File: config.mk
export PLATFORM = sky130hd
export DESIGN_NAME = cache_line_filler
export DESIGN_NICKNAME = d
export VERILOG_FILES = /design/src/rtl/cache_line_filler.sv
export SDC_FILE = /design/constraint.sdc
export NUM_CORES = 1
export LEC_CHECK = 0
export BUFFER_PORTS_ARGS = -buffer_cell sky130_fd_sc_hd__buf_2
export CAP_MARGIN = 40
export CORE_ASPECT_RATIO = 0.7
export CORE_MARGIN = 10
export CORE_UTILIZATION = 53
export CTS_BUF_LIST = sky130_fd_sc_hd__clkbuf_4 sky130_fd_sc_hd__clkbuf_8
export DETAILED_ROUTE_END_ITERATION = 8
export PLACE_DENSITY = 0.91
export SYNTH_ARGS = -nofsm -noshare
export SYNTH_HDL_FRONTEND = slang
export SYNTH_SLANG_ARGS = --single-unit
File: constraint.sdc
create_clock -name clk -period 3.1 [get_ports clk]
set_clock_uncertainty 0.05 [all_clocks]
set_input_delay 0.31 -clock clk [delete_from_list [all_inputs] [get_ports clk]]
set_output_delay 0.31 -clock clk [all_outputs]
set_load 0.1 [all_outputs]
File: src/rtl/cache_line_filler.sv
// ============================================================================
// Module   : cache_line_filler
// Purpose  : Cache miss refill engine. It fetches the critical word first,
//            then wraps around the line, and streams each word into the cache.
// Option   : CACHE_FILL_WB_EN adds a write-back of the dirty victim line
//            that runs before the fill.
// Revision : 1.0 - initial release
// ============================================================================
`default_nettype none

module cache_line_filler #(
  parameter int DATA_WIDTH   = 8,
  parameter int ADDR_WIDTH   = 8,
  parameter int LINE_WORDS   = 4,
  localparam int OFS_W       = $clog2(LINE_WORDS)
) (
  input  logic                        clk,
  input  logic                        reset,
  input  logic                        req_valid,
  output logic                        req_ready,
  input  logic [ADDR_WIDTH-OFS_W-1:0] req_line_addr,
  input  logic [OFS_W-1:0]            req_word,
`ifdef CACHE_FILL_WB_EN
  input  logic                        req_dirty,
  input  logic [ADDR_WIDTH-OFS_W-1:0] req_victim_line,
  output logic [OFS_W-1:0]            wb_idx,
  input  logic [DATA_WIDTH-1:0]       wb_data,
  output logic                        mem_wr_en,
  output logic [DATA_WIDTH-1:0]       mem_wr_data,
`endif
  output logic                        mem_rd_en,
  output logic [ADDR_WIDTH-1:0]       mem_addr,
  input  logic                        mem_rd_valid,
  input  logic [DATA_WIDTH-1:0]       mem_rd_data,
  output logic                        fill_valid,
  output logic [OFS_W-1:0]            fill_idx,
  output logic [DATA_WIDTH-1:0]       fill_data,
  output logic [ADDR_WIDTH-OFS_W-1:0] fill_line_addr,
  output logic                        fill_crit,
  output logic                        fill_done
);

  localparam int LINE_W = ADDR_WIDTH - OFS_W;
  localparam logic [OFS_W-1:0] c_LAST = OFS_W'(LINE_WORDS - 1);

  typedef enum logic [2:0] {
    IDLE     = 3'd0,
    WB_RD    = 3'd1,
    WB_WR    = 3'd2,
    RD_ISSUE = 3'd3,
    RD_WAIT  = 3'd4,
    DONE     = 3'd5
  } state_t;

  state_t                  state_q, state_d;
  logic [LINE_W-1:0]       line_q, line_d;
  logic [OFS_W-1:0]        idx_q, idx_d;
  logic [OFS_W-1:0]        cnt_q, cnt_d;
  logic                    fill_valid_q, fill_valid_d;
  logic                    fill_crit_q, fill_crit_d;
  logic                    fill_done_q, fill_done_d;
  logic [OFS_W-1:0]        fill_idx_q, fill_idx_d;
  logic [DATA_WIDTH-1:0]   fill_data_q, fill_data_d;
`ifdef CACHE_FILL_WB_EN
  logic [LINE_W-1:0]       victim_q, victim_d;
  logic [OFS_W-1:0]        wb_idx_q, wb_idx_d;
`endif

  always_ff @(posedge clk or posedge reset) begin
    if (reset) begin
      state_q      <= IDLE;
      line_q       <= '0;
      idx_q        <= '0;
      cnt_q        <= '0;
      fill_valid_q <= 1'b0;
      fill_crit_q  <= 1'b0;
      fill_done_q  <= 1'b0;
      fill_idx_q   <= '0;
      fill_data_q  <= '0;
`ifdef CACHE_FILL_WB_EN
      victim_q     <= '0;
      wb_idx_q     <= '0;
`endif
    end else begin
      state_q      <= state_d;
      line_q       <= line_d;
      idx_q        <= idx_d;
      cnt_q        <= cnt_d;
      fill_valid_q <= fill_valid_d;
      fill_crit_q  <= fill_crit_d;
      fill_done_q  <= fill_done_d;
      fill_idx_q   <= fill_idx_d;
      fill_data_q  <= fill_data_d;
`ifdef CACHE_FILL_WB_EN
      victim_q     <= victim_d;
      wb_idx_q     <= wb_idx_d;
`endif
    end
  end

  always_comb begin
    state_d      = state_q;
    line_d       = line_q;
    idx_d        = idx_q;
    cnt_d        = cnt_q;
    fill_valid_d = 1'b0;
    fill_crit_d  = 1'b0;
    fill_done_d  = 1'b0;
    fill_idx_d   = fill_idx_q;
    fill_data_d  = fill_data_q;
    req_ready    = 1'b0;
    mem_rd_en    = 1'b0;
    mem_addr     = '0;
`ifdef CACHE_FILL_WB_EN
    victim_d     = victim_q;
    wb_idx_d     = wb_idx_q;
    mem_wr_en    = 1'b0;
`endif
    case (state_q)
      IDLE: begin
        req_ready = 1'b1;
        if (req_valid) begin
          line_d  = req_line_addr;
          idx_d   = req_word;
          cnt_d   = '0;
          state_d = RD_ISSUE;
`ifdef CACHE_FILL_WB_EN
          victim_d = req_victim_line;
          wb_idx_d = '0;
          if (req_dirty) state_d = WB_RD;
`endif
        end
      end
`ifdef CACHE_FILL_WB_EN
      // WB_RD gives the cache array one cycle to present wb_data for wb_idx.
      WB_RD: state_d = WB_WR;
      WB_WR: begin
        mem_wr_en = 1'b1;
        mem_addr  = {victim_q, wb_idx_q};
        wb_idx_d  = wb_idx_q + 1'b1;
        state_d   = (wb_idx_q == c_LAST) ? RD_ISSUE : WB_RD;
      end
`endif
      RD_ISSUE: begin
        mem_rd_en = 1'b1;
        mem_addr  = {line_q, idx_q};
        state_d   = RD_WAIT;
      end
      RD_WAIT: begin
        mem_addr = {line_q, idx_q};
        if (mem_rd_valid) begin
          fill_valid_d = 1'b1;
          fill_crit_d  = (cnt_q == '0);
          fill_idx_d   = idx_q;
          fill_data_d  = mem_rd_data;
          idx_d        = idx_q + 1'b1;
          cnt_d        = cnt_q + 1'b1;
          state_d      = (cnt_q == c_LAST) ? DONE : RD_ISSUE;
        end
      end
      // fill_done is registered, so it lands in IDLE and overlaps req_ready.
      DONE: begin
        fill_done_d = 1'b1;
        state_d     = IDLE;
      end
      default: state_d = IDLE;
    endcase
  end

  assign fill_valid     = fill_valid_q;
  assign fill_crit      = fill_crit_q;
  assign fill_done      = fill_done_q;
  assign fill_idx       = fill_idx_q;
  assign fill_data      = fill_data_q;
  assign fill_line_addr = line_q;
`ifdef CACHE_FILL_WB_EN
  assign wb_idx         = wb_idx_q;
  assign mem_wr_data    = wb_data;
`endif

endmodule

`default_nettype wire
After elaboration in Yosys (flattened, before gate mapping)
Cells that the tools add are included.
Operators by class
  $add $sub $neg: 2
  equality and inequality tests: 6
  muxes and demuxes: 18
  reductions and logical operators: 8
Operator list (count)
  2-to-1 mux 3 bit: 3
  one-hot mux 3 bit (3 select lines): 1
  2-to-1 mux 2 bit: 4
  2-to-1 mux 8 bit: 1
  one-hot mux 2 bit (2 select lines): 2
  2-to-1 mux 1 bit: 7
  equality test 3 bit, second input constant: 2
  AND reduction 2 bit: 3
  adder 2 x 1 -> 2 bit, second input constant: 2
  != test 2 bit, second input constant: 2
  equality test 3 x 2 -> 1 bit, second input constant: 1
  logical NOT 3 bit: 1
  AND reduction 3 bit: 1
  equality test 2 bit, second input constant: 1
  logical NOT 2 bit: 1
  nonzero test 2 bit: 1
  OR reduction 2 bit: 1
Word-level totals
  bits in registers: 26
  output and inout port bits: 29

Longest topological paths before layout
Gate-level depths: netlist (run 1).
  word-level depth: 4
  depth in mapped cells: 5
  mapped depth without buffers: 5

Least setup slack after synthesis (run 1)
OpenSTA, ideal clock, no wires.
  path type: reg2out
  start point: reg state_q[2]
  end point: out mem_addr[0]
  arrival time: 2892 ps
  data required time: 2740 ps
  path slack: -152 ps
  cell stages (with the launch flop): 4
  path buffers: 0
  path through: dfrtp_1 and3b_1 a21oi_2 nor2b_1
On the way
  longest elaborated chain between the ends: 3
  elaborated cells on any way between the ends: 4
  classes of those cells: eq/ne: 2; mux: 1; reduce/logical: 1
RTL lines
  from (decl): line 55  | state_t state_q, state_d;
  from (signal assigned): line 85  | state_q <= state_d;
  equality test 3 bit / equality test 3 x 2 -> 1 bit (equally long branches): line 119  | case (state_q)
  OR reduction 2 bit (no line) (*)
  2-to-1 mux 8 bit (*): line 119
  to (decl): line 32  | output logic [ADDR_WIDTH-1:0] mem_addr,
Mark *: on every way between the ends. The rest lies on a longest branch, timed or not.

Final worst setup path (run 1)
  start point: reg state_q[2]
  end point: out mem_addr[4]
The elaborated chain is that of the path after synthesis.

==> results of run 1 <==
Yosys cell counts:
master | n | area [µm²]
ha_1 | 2 | 25.0
and2_1 | 1 | 6.26
nor2b_1 | 8 | 50.1
nor3b_2 | 1 | 12.5
dfrtp_1 | 26 | 651
nor4b_4 | 1 | 23.8
mux2_4 | 6 | 90.1
mux2_2 | 9 | 101
o22ai_1 | 1 | 6.26
a21oi_1 | 4 | 20.0
nor2_1 | 4 | 15.0
a211o_1 | 1 | 8.76
inv_1 | 5 | 18.8
and3b_1 | 1 | 8.76
a21oi_2 | 1 | 8.76
or2_2 | 2 | 12.5
buf_2 | 1 | 5.00
o21ai_0 | 3 | 15.0
nand2b_1 | 2 | 12.5
or4b_1 | 2 | 20.0
nand2_1 | 7 | 26.3
a22o_1 | 2 | 17.5
and4bb_4 | 1 | 16.3
buf_6 | 1 | 11.3
o21bai_1 | 1 | 7.51
o211ai_1 | 1 | 7.51
metrics by stage:
step / hold WS [ns] / std cells / worst slack, ns / utilization [%]
CTS: 0.144 / 178 / 0.768 / 72.0
finish: 0.158 / 178 / 0.770 / 72.0
global route: 0.138 / 178 / 0.594 / 72.0
floorplan: 0.300 / 94 / -0.152 / -
detailed placement: 0.349 / 173 / 1.16 / 69.1
global placement: 0.434 / 172 / 1.23 / 67.8
cell usage in the layout (no fill, tap or decap):
| cell | instances |
|---|---|
| a211o_1 | 1 |
| dfrtp_1 | 26 |
| nand2b_1 | 2 |
| o21bai_1 | 1 |
| or4b_1 | 2 |
| nor3b_2 | 1 |
| and4bb_4 | 1 |
| buf_16 | 1 |
| a22o_1 | 2 |
| nor2b_1 | 8 |
| a21oi_2 | 1 |
| dlygate4sd3_1 | 1 |
| and2_1 | 1 |
| and3b_1 | 1 |
| nand2_1 | 7 |
| a21oi_1 | 4 |
| clkbuf_4 | 3 |
| o21ai_0 | 3 |
| nor4b_4 | 1 |
| ha_1 | 2 |
| mux2_4 | 6 |
| o22ai_1 | 1 |
| mux2_2 | 9 |
| or2_2 | 2 |
| buf_2 | 48 |
| o211ai_1 | 1 |
| bufinv_16 | 1 |
| inv_1 | 5 |
| nor2_1 | 4 |
flip-flops by register name (all words and copies together) (netlist names):
signal	count
fill_crit	1
fill_done	1
fill_data	8
state_q	3
idx_q	2
fill_line_addr	6
fill_valid	1
fill_idx	2
cnt_q	2
layout make-up:
type                       count  area [µm²]  area share [%]
sequential                    26         651            41.9
multi-input combinational     61         512            33.0
timing repair buffer          50         278            17.9
tap                           32        40.0            2.58
clock inverter                 1        30.0            1.94
clock buffer                   3        22.5            1.45
inverter                       5        18.8            1.21
worst paths after layout:
| kind | startpoint | endpoint | slack [ns] | cells after the start |
|---|---|---|---|---|
| worst max-delay path | state_q[2]$_DFFE_PP0P_ | mem_addr[4] | 0.77 | 4 |
| worst min-delay path | req_line_addr[3] | fill_line_addr[3]$_DFFE_PP0P_ | 0.16 | 2 |
| worst max register to register | state_q[2]$_DFFE_PP0P_ | fill_line_addr[0]$_DFFE_PP0P_ | 1.32 | 2 |
| worst min register to register | fill_data[0]$_DFFE_PP0P_ | fill_data[0]$_DFFE_PP0P_ | 0.47 | 1 |
| max in group asynchronous | reset | idx_q[1]$_DFFE_PP0P_ | 2.02 | 4 |
| min in group asynchronous | reset | fill_line_addr[2]$_DFFE_PP0P_ | 0.52 | 3 |
cells by family after synthesis:
kind of cell             after synthesis  share of synthesized area, %
flip-flops                            26                          54.3
AND/OR/NAND/NOR                       30                          17.0
AO/OA/AOI/OAI                         14                          7.63
buffers and inverters                  7                          2.93
multiplexers                          15                          16.0
adder cells (fa/ha/maj)                2                          2.09
routing by layer:
| metal | track usage [%] | up-vias | routed length (µm) |
|---|---|---|---|
| met1 | 14.5 | 408 | 1250 |
| met5 | 0 | - | 0 |
| met3 | 5.69 | 4 | 281 |
| met4 | 3.96 | 0 | 21 |
| li1 | - | 430 | - |
| met2 | 19.5 | 36 | 1250 |
worst max-delay path, delay by kind of cell, from the launching register on:
family	cells	cell delay, ns
flops	1	0.66
simple gates	2	0.38
buf+inv	1	0.31
compound gates	1	0.30
==> results.json, run 1 <==
{
  "status": "finished clean",
  "required_ns": 2.74,
  "io_pins": 49,
  "ctsResizeCount": 0,
  "netlist_area_um2": 1200,
  "tns_ns": 0,
  "drc": 0,
  "overflow": 0,
  "timing.slew.headroom_pct": 60.9,
  "fmax_ghz": 0.429,
  "grt_pass1_wl_mm": 4.50,
  "dr.pass1.iters": 4,
  "syn_avg_cell_area_um2": 12.7,
  "grt_use_total_pct": 12.2,
  "setup_violations": 0,
  "maxCapViolCount": 0,
  "end_kind": "output port",
  "cp_cell_sequence": "and3b_1 -> a21oi_2 -> nor2b_1 -> buf_2",
  "cts_buffers": 3,
  "routed_wl_mm": 2.81,
  "rsz0062_at_grt": "no",
  "cpPeakStageDelay_ns": 0.66,
  "clock-sinks": 26,
  "period_minus_slack_ns": 2.33,
  "maxSlewViolCount": 0,
  "nFillCells": 162,
  "die_y_um": 59.8,
  "cp_slowest_cell": "dfrtp_1",
  "grt_start_max_net_pins": 17,
  "placed_area_um2": 1490,
  "placement.io_buffers": 48,
  "grt_antenna_before_repair": 0,
  "die_area_um2": 4590,
  "antenna_left": 0,
  "layout-drive-gt1-share_pct": 50.7,
  "cts_root_buf": "clkbuf_4",
  "rows": 14,
  "design_area_um2": 1550,
  "htreeDepth": 1,
  "coreArea_um2": 2150,
  "post_cts_buffers": 0,
  "die_w_um": 76.8,
  "vias": 878,
  "worstPathMaxFanout": 15,
  "syn_nets": 116,
  "cts_buffer_depth": 2,
  "grt_pass1_vias": 923,
  "vias_per_cell": 4.93,
  "synth_warnings": 0,
  "tightest_slew_ns": 0.583,
  "initialDrtViolationCount": 22,
  "place_congestion": 0.894,
  "yosysSeqAreaShare_pct": 54.3,
  "hold_path.class": "input port to flip-flop",
  "synth_cells": 94,
  "hold_viol": 0,
  "area_growth_pct": 29.6,
  "startpoint_type": "flip-flop",
  "synth-seq-cells": 26,
  "clkLatencyLatePin_ns": 0.32,
  "nets": 169,
  "cts_tree": "done",
  "n_antenna_cell": 0,
  "ys_types": 26,
  "path_class": "flip-flop to output port",
  "fin_crit_sh_pct": 75.2,
  "floorplan.initialDensity_pct": 55.6,
  "cts.hold.buffers_added": 1,
  "clkTransAtPathRegs_ns": 0.14,
  "wl_per_cell_um": 15.8,
  "crit_arrival_ns": 1.97,
  "dp_hpwl_mm": 2.17
}
Power of run 1 is left out: the tool's default activity adds up to more than one toggle a clock period on the data nets, which glitch-free logic cannot reach.
==> run 2, diff against run 1 <==
- CORE_UTILIZATION: 53 -> 44
- PLACE_DENSITY: 0.91 -> 0.81
- clock period: 3.1 -> 1.91 ns (I/O delays scaled with it)
==> results.json, run 2 (synthesized netlist as in run 1, its figures left out) <==
{
  "status": "finished clean",
  "setup_violations": 0,
  "cp_num_buf_inv": 2,
  "worstPathMaxFanout": 8,
  "routed_wl_mm": 3.13,
  "required_ns": 1.67,
  "hold_ws_ns": 0.0991,
  "cts_tree": "done",
  "rsz0062_at_grt": "no",
  "clkLatencyLatePin_ns": 0.26,
  "fmax_ghz": 0.543,
  "placement.io_buffers": 48,
  "hold_path.class": "input port to flip-flop",
  "io_pins": 49,
  "vias": 928,
  "path_class": "flip-flop to output port",
  "design_area_um2": 1810,
  "dr.pass1.iters": 4,
  "final_cell_mix": "39 x buf_2, 25 x dfrtp_1, 10 x buf_12",
  "mostFrequentLayoutCell": "buf_2",
  "fin_crit_sh_pct": 96.5,
  "area_growth_pct": 51.0,
  "place_congestion": 0.791,
  "drc": 0,
  "overflow": 0,
  "die_y_um": 63.6,
  "cpPeakStageDelay_ns": 0.48,
  "maxSlewViolCount": 0,
  "htreeDepth": 1,
  "wl_per_cell_um": 17.0,
  "placed_area_um2": 1690,
  "worst_path_most_repeated_cell": "buf_12",
  "cp_cell_sequence": "nor2_2 -> a21oi_4 -> buf_12 -> nor2b_4 -> buf_12",
  "hold_viol": 0,
  "crit_arrival_ns": 1.60,
  "antenna_left": 0,
  "grt_use_total_pct": 12.4,
  "timing.slew.headroom_pct": 67.0,
  "clock-sinks": 26,
  "vias_per_cell": 5.04,
  "cp_slowest_cell": "dfrtp_1",
  "cts_root_buf": "clkbuf_8",
  "grt_pass1_vias": 1008,
  "path_delay_family": "flip-flops",
  "maxCapViolCount": 0,
  "grt_start_max_net_pins": 17,
  "layout_setup_ws_ns": 0.0675,
  "cts_buffer_depth": 2,
  "dp_slack_ns": 0.126,
  "die_w_um": 82.4,
  "end_kind": "output port",
  "layout-drive-gt1-share_pct": 60.0,
  "largest_reg_flops": 8,
  "tightest_slew_ns": 0.499,
  "floorplan.initialDensity_pct": 47.3,
  "nets": 173,
  "tns_ns": 0,
  "cts_buffers": 3,
  "startpoint_type": "flip-flop",
  "grt_pass1_wl_mm": 5.11,
  "rows": 15,
  "period_minus_slack_ns": 1.84,
  "coreArea_um2": 2530,
  "dp_hpwl_mm": 2.36,
  "n_antenna_cell": 0,
  "clkTransAtPathRegs_ns": 0.08,
  "initialDrtViolationCount": 42,
  "grt_antenna_before_repair": 0,
  "die_area_um2": 5240
}
-- run 2: cell types whose count changed in the layout (fill, tap and decap cells not counted), moves of 2 or more --
cell and change:
nor2b_1 -7, buf_2 -9, nor2_2 +2, buf_4 +4
clkbuf_8 +3, clkbuf_4 -3, buf_12 +10, nor2b_4 +7
nor2_1 -3
-- run 2: worst paths after layout --
check / startpoint / endpoint / slack (ns) / depth (start not counted)
setup / recovery: state_q[0]$_DFFE_PP0P_ / mem_addr[3] / 0.07 / 5
hold / removal: req_line_addr[2] / fill_line_addr[2]$_DFFE_PP0P_ / 0.1 / 2
setup reg to reg: state_q[2]$_DFFE_PP0P_ / fill_line_addr[5]$_DFFE_PP0P_ / 0.32 / 4
hold reg to reg: fill_data[5]$_DFFE_PP0P_ / fill_data[5]$_DFFE_PP0P_ / 0.46 / 1
max in group asynchronous: reset / fill_done$_DFF_PP0_ / 0.84 / 4
min in group asynchronous: reset / fill_line_addr[2]$_DFFE_PP0P_ / 0.41 / 3
-- run 2: layout make-up --
| class | instances | area (µm²) |
|---|---|---|
| sequential | 26 | 652 |
| multi-input combinational | 61 | 588 |
| fill | 175 | 726 |
| timing repair buffer | 54 | 435 |
| clock buffer | 3 | 41.3 |
| inverter | 5 | 18.8 |
| tap | 34 | 42.5 |
| clock inverter | 1 | 30.0 |
-- run 2: through the flow --
| stage | util (%) | instances |
|---|---|---|
| 3_3_place_gp | 66.7 | 176 |
| 5_1_grt | 71.4 | 184 |
| 4_1_cts | 71.4 | 184 |
| 6_report | 71.4 | 184 |
| 3_5_place_dp | 66.7 | 176 |
| 2_1_floorplan | - | 94 |
-- run 2: worst register-to-register path: stages (launching register included) --
cell and delay [ns]:
dfrtp_2 0.42, buf_4 0.19, nor4b_4 0.27, buf_4 0.20, mux2_2 0.35
-- run 2: timing repair --
| action | in CTS | in global routing |
|---|---|---|
| endpoints found under the hold margin | 10 | 0 |
| endpoints found under the setup margin | 8 | 0 |
| buffers inserted | 3 | 0 |
| resized for setup | 1 | 0 |
| hold buffers | 1 | 0 |
-- run 2: routing by layer --
layer  wire (µm)  GRT usage (%)
met5           0              0
met4          41           3.60
met3         316           5.38
met2        1540           20.3
met1        1230           14.2
Power of run 2 is left out for the same reason.
==> run 3, diff against run 2 <==
- REMOVE_ABC_BUFFERS: unset -> 1
==> results.json, run 3 (synthesized netlist as in run 1, its figures left out) <==
{
  "die_area_um2": 5240,
  "layout-drive-gt1-share_pct": 55.7,
  "fin_cells": 183,
  "cts_root_buf": "clkbuf_8",
  "coreArea_um2": 2530,
  "maxSlewViolCount": 0,
  "final_cell_mix": "39 x buf_2, 24 x dfrtp_1, 9 x mux2_2, 9 x buf_12, 7 x nand2_1",
  "area_growth_pct": 44.4,
  "vias_per_cell": 5.11,
  "placement.io_buffers": 48,
  "grt_pass1_wl_mm": 4.77,
  "hold_viol": 0,
  "wl_per_cell_um": 17.0,
  "maxCapViolCount": 0,
  "design_area_um2": 1730,
  "nFillCells": 191,
  "startpoint_type": "flip-flop",
  "place_congestion": 0.806,
  "hold_path.class": "input port to flip-flop",
  "status": "finished clean",
  "die_w_um": 82.4,
  "routed_wl_mm": 3.12,
  "fin_crit_sh_pct": 95.9,
  "cts_buffer_depth": 2,
  "drc": 0,
  "floorplan.initialDensity_pct": 47.3,
  "grt_use_total_pct": 11.5,
  "tightest_slew_ns": 0.504,
  "grt_antenna_before_repair": 0,
  "cts_tree": "done",
  "overflow": 0,
  "rows": 15,
  "largest_reg_flops": 8,
  "placed_area_um2": 1620,
  "period_minus_slack_ns": 1.83,
  "path_class": "flip-flop to output port",
  "clkTransAtPathRegs_ns": 0.09,
  "vias": 935,
  "dr.pass1.iters": 4,
  "mostFrequentLayoutCell": "buf_2",
  "initialDrtViolationCount": 18,
  "grt_pass1_vias": 974,
  "nets": 172,
  "dp_hpwl_mm": 2.42,
  "timing.slew.headroom_pct": 66.7,
  "n_antenna_cell": 0,
  "rsz0062_at_grt": "no",
  "htreeDepth": 1,
  "end_kind": "output port",
  "worstPathMaxFanout": 8,
  "grt_start_max_net_pins": 27,
  "cts_buffers": 3,
  "io_pins": 49,
  "crit_arrival_ns": 1.59,
  "hold_ws_ns": 0.0942,
  "placed_cells": 177,
  "setup_violations": 0,
  "clkLatencyLatePin_ns": 0.27,
  "antenna_left": 0,
  "required_ns": 1.67,
  "fmax_ghz": 0.546,
  "clock-sinks": 26,
  "die_y_um": 63.6,
  "post-route-util_pct": 68.2
}
## run 3: metal layers
layer / track usage (%) / vias up / share of wire, %
li1: - / 438 / -
met1: 13.5 / 453 / 40
met2: 17.8 / 42 / 46
met3: 6.52 / 2 / 13
met4: 1.91 / 0 / 0.39
met5: 0 / - / 0
## run 3: critical path, cell delays in order (launching register included)
cell and delay (ns):
dfrtp_2 0.48, and3b_2 0.28, a21oi_4 0.25, nor2_1 0.13
buf_12 0.18
## run 3: path summary, 6_finish.rpt
check                                              start                             to  slack [ns]  cells after the start
worst max register to register    state_q[1]$_DFFE_PP0P_       fill_data[5]$_DFFE_PP0P_        0.25                      3
worst max-delay path              state_q[1]$_DFFE_PP0P_                    mem_addr[1]        0.08                      4
worst min-delay path                    req_line_addr[1]  fill_line_addr[1]$_DFFE_PP0P_        0.09                      2
worst min register to register  fill_data[3]$_DFFE_PP0P_       fill_data[3]$_DFFE_PP0P_        0.46                      1
min in group asynchronous                          reset           cnt_q[1]$_DFFE_PP0P_        0.47                      4
max in group asynchronous                          reset         state_q[0]$_DFFE_PP0P_        1.08                      4
## run 3: layout make-up
cell class                      instances  area [µm²]  share of cell area [%]
Clock buffer                            3        41.3                    2.39
Clock inverter                          1        30.0                    1.74
Inverter                                5        18.8                    1.09
Multi-Input combinational cell         61         528                    30.5
Sequential cell                        26         653                    37.8
Tap cell                               34        42.5                    2.46
Timing Repair Buffer                   53         415                    24.0
## run 3: metrics by stage
step                      setup TNS, ns  setup slack, ns
after floorplan                  -10.89            -1.33
after global placement                0            0.310
after detailed placement              0            0.296
after CTS                             0           0.0207
after global routing                  0          0.00311
final                                 0           0.0782
## run 3: timing repair
| action | 4_1_cts | 5_1_grt |
|---|---|---|
| endpoints found under the hold margin | 26 | 0 |
| setup endpoints to repair | 7 | 8 |
| cloned | 0 | 0 |
| gates resized for setup | 2 | 5 |
| setup buffers | 0 | 1 |
| hold buffers | 1 | 0 |
| pin swaps | 0 | 0 |
Power of run 3 is left out for the same reason.
